==> src/rtl/sopc_mem_arbiter.sv <==
// Two-master arbiter for the shared single-port data RAM: m0 = fetch (read-only), m1 = load/store.
// Fixed priority with a starvation guard by default; define SOPC_ARB_RR_EN for round-robin.
module sopc_mem_arbiter #(
  parameter int ADDR_W   = 32,
  parameter int DATA_W   = 32,
  parameter int MAX_WAIT = 4
) (
  input  logic                clk,
  input  logic                rst,
  input  logic                m0_req,
  input  logic [ADDR_W-1:0]   m0_addr,
  output logic                m0_gnt,
  output logic                m0_rvalid,
  output logic [DATA_W-1:0]   m0_rdata,
  input  logic                m1_req,
  input  logic                m1_we,
  input  logic [DATA_W/8-1:0] m1_be,
  input  logic [ADDR_W-1:0]   m1_addr,
  input  logic [DATA_W-1:0]   m1_wdata,
  output logic                m1_gnt,
  output logic                m1_rvalid,
  output logic [DATA_W-1:0]   m1_rdata,
  output logic                mem_ce,
  output logic                mem_we,
  output logic [DATA_W/8-1:0] mem_be,
  output logic [ADDR_W-1:0]   mem_addr,
  output logic [DATA_W-1:0]   mem_wdata,
  input  logic [DATA_W-1:0]   mem_rdata
);

  logic m0_win;
  logic rd_pend_q, rd_pend_d;
  logic rd_owner_q, rd_owner_d;

`ifdef SOPC_ARB_RR_EN
  // rr_last_q = 1 when m0 took the last grant, so the reset value favours m0 first.
  logic rr_last_q, rr_last_d;

  assign m0_win = ~rr_last_q;

  always_comb begin
    rr_last_d = rr_last_q;
    if (m0_gnt)      rr_last_d = 1'b1;
    else if (m1_gnt) rr_last_d = 1'b0;
  end

  always_ff @(posedge clk or negedge rst) begin
    if (!rst) rr_last_q <= 1'b0;
    else      rr_last_q <= rr_last_d;
  end
`else
  localparam logic [3:0] MAX_WAIT_C = 4'(MAX_WAIT);
  logic [3:0] wait_cnt_q, wait_cnt_d;

  assign m0_win = (wait_cnt_q == MAX_WAIT_C);

  always_comb begin
    wait_cnt_d = 4'd0;
    if (m0_req && !m0_gnt)
      wait_cnt_d = (wait_cnt_q == MAX_WAIT_C) ? wait_cnt_q : wait_cnt_q + 4'd1;
  end

  always_ff @(posedge clk or negedge rst) begin
    if (!rst) wait_cnt_q <= 4'd0;
    else      wait_cnt_q <= wait_cnt_d;
  end
`endif

  // Grants are forced low while reset is held so nothing is accepted during reset.
  always_comb begin
    m0_gnt = 1'b0;
    m1_gnt = 1'b0;
    if (rst) begin
      if (m0_req && m1_req) begin
        m0_gnt = m0_win;
        m1_gnt = ~m0_win;
      end else begin
        m0_gnt = m0_req;
        m1_gnt = m1_req;
      end
    end
  end

  always_comb begin
    mem_ce    = m0_gnt | m1_gnt;
    mem_we    = 1'b0;
    mem_be    = '0;
    mem_addr  = '0;
    mem_wdata = '0;
    if (m0_gnt) begin
      mem_be   = '1;
      mem_addr = m0_addr;
    end else if (m1_gnt) begin
      mem_we    = m1_we;
      mem_be    = m1_be;
      mem_addr  = m1_addr;
      mem_wdata = m1_wdata;
    end
  end

  always_comb begin
    rd_pend_d  = m0_gnt | (m1_gnt & ~m1_we);
    rd_owner_d = rd_owner_q;
    if (m1_gnt && !m1_we) rd_owner_d = 1'b1;
    else if (m0_gnt)      rd_owner_d = 1'b0;
  end

  always_ff @(posedge clk or negedge rst) begin
    if (!rst) begin
      rd_pend_q  <= 1'b0;
      rd_owner_q <= 1'b0;
    end else begin
      rd_pend_q  <= rd_pend_d;
      rd_owner_q <= rd_owner_d;
    end
  end

  assign m0_rvalid = rd_pend_q & ~rd_owner_q;
  assign m1_rvalid = rd_pend_q &  rd_owner_q;
  assign m0_rdata  = m0_rvalid ? mem_rdata : '0;
  assign m1_rdata  = m1_rvalid ? mem_rdata : '0;

endmodule

==> config.mk <==
export PLATFORM = sky130hd
export DESIGN_NAME = sopc_mem_arbiter
export DESIGN_NICKNAME = d
export VERILOG_FILES = /design/src/rtl/sopc_mem_arbiter.sv
export SDC_FILE = /design/constraint.sdc
export NUM_CORES = 1
export LEC_CHECK = 0
export ABC_AREA = 1
export CAP_MARGIN = 20
export CORE_AREA = 2 2 106 108
export DETAILED_ROUTE_END_ITERATION = 8
export DIE_AREA = 0 0 108 110
export GPL_ROUTABILITY_DRIVEN = 0
export MAX_ROUTING_LAYER = met4
export PLACE_DENSITY = 0.74
export SLEW_MARGIN = 20
export SYNTH_ARGS = -nofsm -noshare
export SYNTH_HDL_FRONTEND = slang
export SYNTH_SLANG_ARGS = --single-unit
==> constraint.sdc <==
create_clock -name clk -period 1.8 [get_ports clk]
set_clock_uncertainty 0.2 [all_clocks]
set_input_delay 0.36 -clock clk [delete_from_list [all_inputs] [get_ports clk]]
set_output_delay 0.36 -clock clk [all_outputs]
set_load 0.01 [all_outputs]
Word level (Yosys, flattened, before mapping). Cells that the tools add are included.

Input bits: 137. Bits in registers: 6. Output and inout bits: 138.

Reductions and logical operators: 6. Bitwise operators: 8. Equal/unequal tests: 2. Muxes and demuxes: 18. $add $sub $neg: 1.

Operators with widths (number): $mux W32 (6); $mux W4 (4); $mux W1 (8); $add A4 B1 Y4 const B (1); $eq A4 B3 Y1 const B (1); $and A1 B1 Y1 (3); $logic_and A1 B1 Y1 (3); $not A1 Y1 (3); $logic_not A1 Y1 (2); $ne A2 B2 Y1 const B (1); $or A1 B1 Y1 (2); $reduce_bool A2 Y1 (1).

Longest topological paths before layout.
Word-level depth: 6. Depth in mapped cells: 10.

Worst setup path after synthesis. Ideal clock, no wire load.

Path type: register -> output. Start point: register wait_cnt_q[0]. End point: output port mem_addr[25]. Data arrival time: 1.277 ns. Stages on the path, launching flop included: 11. Path buffers: 1. Setup slack: -0.037 ns. Data required time: 1.240 ns. Cell sequence: dfrtp_1 -> inv_1 -> ha_1 -> nand2_1 -> nor2_2 -> nand2_2 -> nand2_4 -> inv_4 -> buf_6 -> nand2_1 -> nand2_1.

Word-level cells in the longest chain between the ends: 6. Elaborated cells on any way between the ends: 8. Classes of those cells: eq/ne: 1; mux: 6; bitwise: 1.

RTL lines: from (decl) (RTL line 53) `logic [3:0] wait_cnt_q, wait_cnt_d;`; from (signal assigned) (RTL line 65) `else wait_cnt_q <= wait_cnt_d;`; $eq A4 B3 Y1 (RTL line 55) `assign m0_win = (wait_cnt_q == MAX_WAIT_C);`; $not A1 Y1 (RTL line 76) `m1_gnt = ~m0_win;`; $mux W1 (RTL line 74) `if (m0_req && m1_req) begin`; $mux W1 (RTL line 73) `if (rst) begin`; net m1_gnt (RTL line 20) `output logic m1_gnt,`; $mux W32 (RTL line 93) `end else if (m1_gnt) begin`; $mux W32 (RTL line 90) `if (m0_gnt) begin`; to (decl) (RTL line 26) `output logic [ADDR_W-1:0] mem_addr,`.

The timed path passes the listed nets, and every way through them passes these cells.

Worst setup path after layout.
Start point: register wait_cnt_q[0]. End point: output port mem_addr[13].

Word-level cells in the longest chain between the ends: 6. Elaborated cells on any way between the ends: 8. Classes of those cells: eq/ne: 1; mux: 6; bitwise: 1.

RTL lines (RTL line): $eq A4 B3 Y1 (*) (55); $not A1 Y1 (76); $mux W1 (74); $mux W1 (73); $mux W32 (93); $mux W32 (*) (90).

Mark *: on every way between the ends. The rest lies on a longest branch, timed or not.

==> results.json <==
{
  "status": "finished, violations left",
  "failed_checks": "setup timing",
  "total_drc_errors_in_the_routed_layout": 0,
  "preCtsSetupSlack_ps": -847,
  "dp_hpwl_um": 7130,
  "grt.met3_usage_pct": 2.00,
  "post_synth_xor_area_fraction_pct": 1.18,
  "floorplan.rows": 38,
  "critical_path.startpoint_type": "flip-flop",
  "routedWlPerCell_um": 13.1,
  "rsz_0062_raised_after_global_routing": "true",
  "design_power_total_mw": 1.64,
  "detail_route.vias_per_cell": 3.82,
  "critical_path_required_ps": 1240,
  "cts_max_level": 1,
  "initial_utilization_pct": 13.9,
  "ioPinCount": 275,
  "number_of_global_route_vias_before_repair": 2748,
  "gr-usage-met1_pct": 15.3,
  "grt_remaining_overflow": 0,
  "die-area_um2": 11900,
  "grt_first_pass_wirelength_um": 13400,
  "groute.usage.overall_pct": 14.6,
  "drive_gt1_share_pct": 43.9,
  "synth_top_cell_by_area": "nand2_1",
  "synth_area_leaders": "nand2_1 29%, nor2_1 25%, inv_1 19%",
  "setup_viol": 100,
  "startpoint_of_the_most_critical_setup_path": "wait_cnt_q[0]",
  "synth_top_area_share_pct": 28.7,
  "clock_sink_count": 6,
  "worstPathMaxFanout": 6,
  "clock_tree.root_cell": "clkbuf_8",
  "die_x_um": 108,
  "commonest_non_fill_non_tap_cell_in_the_layout": "clkdlybuf4s50_1",
  "port_buffers": 274,
  "cts_tree": "yes",
  "worst-setup-path-type": "flip-flop to output pin",
  "hold_path_class": "input pin to async pin",
  "final.min_clock_period_ps": 2300,
  "final_max_slew_viol_count": 0,
  "report.final.hold_viol_count": 0,
  "timing.slew.headroom_pct": 82.8,
  "min_period_over_period_pct": 128,
  "layout.nets": 788,
  "postSynthAreaPerCell_um2": 4.51,
  "count_of_unique_library_cells_instantiated_by_yosys": 18,
  "maxClockFrequency_mhz": 434,
  "postSynthNetCount": 469,
  "core_area_um2": 10700,
  "first_pass_iters": 4,
  "largest_net_degree_at_the_start_of_global_routing": 18,
  "most-common-layout-cells": "133 x clkdlybuf4s50_1, 94 x buf_2, 80 x nand2_1, 71 x inv_1, 60 x nor2_1",
  "max_cap_violations": 0,
  "cell_area_after_synthesis_um2": 1490,
  "clock_path_buffers": 2,
  "area.growth.synth_to_final_pct": 243,
  "synth-seq-area-share_pct": 10.1,
  "finalCoreUtilization_pct": 47.7,
  "leakagePower_nw": 2.85,
  "synth.area.mux_share_pct": 0,
  "postLayoutSetupSlackWorst_ps": -502,
  "power_density_of_the_placed_cells_nw_per_um2": 321,
  "syn-instance-count": 330,
  "die_h_um": 110,
  "insertion_delay_ps": 220,
  "vias": 3003,
  "critPathArrivalTime_ps": 1740,
  "detailedRoute.firstIterationViolations": 95,
  "dominant_combinational_cell_family_by_area_after_synthesis": "simple AND/OR/NAND/NOR gates",
  "antenna_violations_before_repair": 0,
  "cts_made_buffers": 3,
  "synthSimpleGateAreaFrac_pct": 57.8,
  "synthesis.yosys.warnings": 0,
  "post-place-cells": 751,
  "antenna_violating_nets_post_route": 0,
  "max_slew.worst_pin.slew_ps": 257,
  "grt_most_used_layer": "met2",
  "compound_gate_portion_of_the_synthesized_area_pct": 2.61,
  "setup_tns_ps": -30420,
  "max-vdd-ir-drop_v": 0.000153,
  "finish.cell_count_without_fillers": 787,
  "cts.reportedPaths.clkPinSlew_ps": 30,
  "antenna-diode-count": 0,
  "wl_um": 10300,
  "ys_seq_elements": 6,
  "post_synth_fa_ha_maj_area_fraction_pct": 1.68,
  "r2r_start": "wait_cnt_q[0]",
  "use_met2_pct": 29.5,
  "worstSetupEndpointType": "output pin"
}
## Yosys cell counts (all sizes together)
cell / instances
nand2: 116
nor2: 102
inv: 77
buf: 9
clkbuf: 6
dfrtp: 6
nand3: 5
o21ai: 3
ha: 2
xor2: 2
a21oi: 1
o211ai: 1
## metal layers
metal | vias to the layer above | wire length [um]
met5 | - | 0
met4 | 0 | 40
met3 | 4 | 765
met2 | 156 | 5800
met1 | 1288 | 3670
li1 | 1555 | -
## final timing paths
path | end | slack [ps] | cells past startpoint
min reg2reg | wait_cnt_q[0] | 400 | 2
min | wait_cnt_q[3] | 70 | 2
min in group clk | wait_cnt_q[0] | 400 | 2
max reg2reg | wait_cnt_q[2] | 110 | 10
max in group asynchronous | rd_owner_q | 1200 | 2
max | mem_addr[13] | -500 | 11
## state kept, by name, summed over array words and instances, names as in the netlist
signal	flops
rd_owner_q	1
rd_pend_q	1
wait_cnt_q	4
## final cells by class
| type | count | area [um2] |
|---|---|---|
| Tap cell | 140 | 175 |
| Timing Repair Buffer | 329 | 3120 |
| Multi-Input combinational cell | 232 | 1320 |
| Sequential cell | 6 | 151 |
| Clock buffer | 3 | 41.3 |
| Fill cell | 1072 | 5600 |
| Inverter | 77 | 299 |
## where the power goes
part | total [mW] | switching (mW) | internal [mW]
sequential | 0.166 | 0.0168 | 0.149
clock | 0.198 | 0.0548 | 0.143
combinational | 1.27 | 0.538 | 0.736
total | 1.64 | 0.609 | 1.03
## what timing repair did
item | CTS | global route
cloned | 8 | 7
hold buffers | 0 | 0
resized for setup | 530 | 188
setup endpoints to repair | 138 | 137
setup buffers | 14 | 6
pin swaps | 18 | 11
hold endpoints to repair | 0 | 0
## metrics by stage
step | instance area (um2) | hold WS (ps)
floorplan | 1500 | -136
detailed placement | 4520 | 379
CTS | 4540 | 56.6
global route | 5100 | 88.6
global placement | 4520 | 374
finish | 5100 | 70.6
## cell families (layout without fill, tap and decap cells)
family / Yosys count / count (layout)
xor gates and xnor gates: 2 / 2
DFF: 6 / 6
adders and majority gates: 2 / 2
AOI/OAI and AO/OA: 5 / 5
and+or+nand+nor: 223 / 223
buffers and inverters: 92 / 409
## worst max-delay path: stages, from the launching register on
cell and delay [ps]:
dfrtp_1 370, inv_2 70, ha_4 160, nand3_4 80
a21oi_4 160, buf_6 130, buf_12 100, buf_12 110
buf_16 120, nand2_1 50, nand2_1 50, buf_2 120
Note: power is estimated with default switching activity, not from simulation.
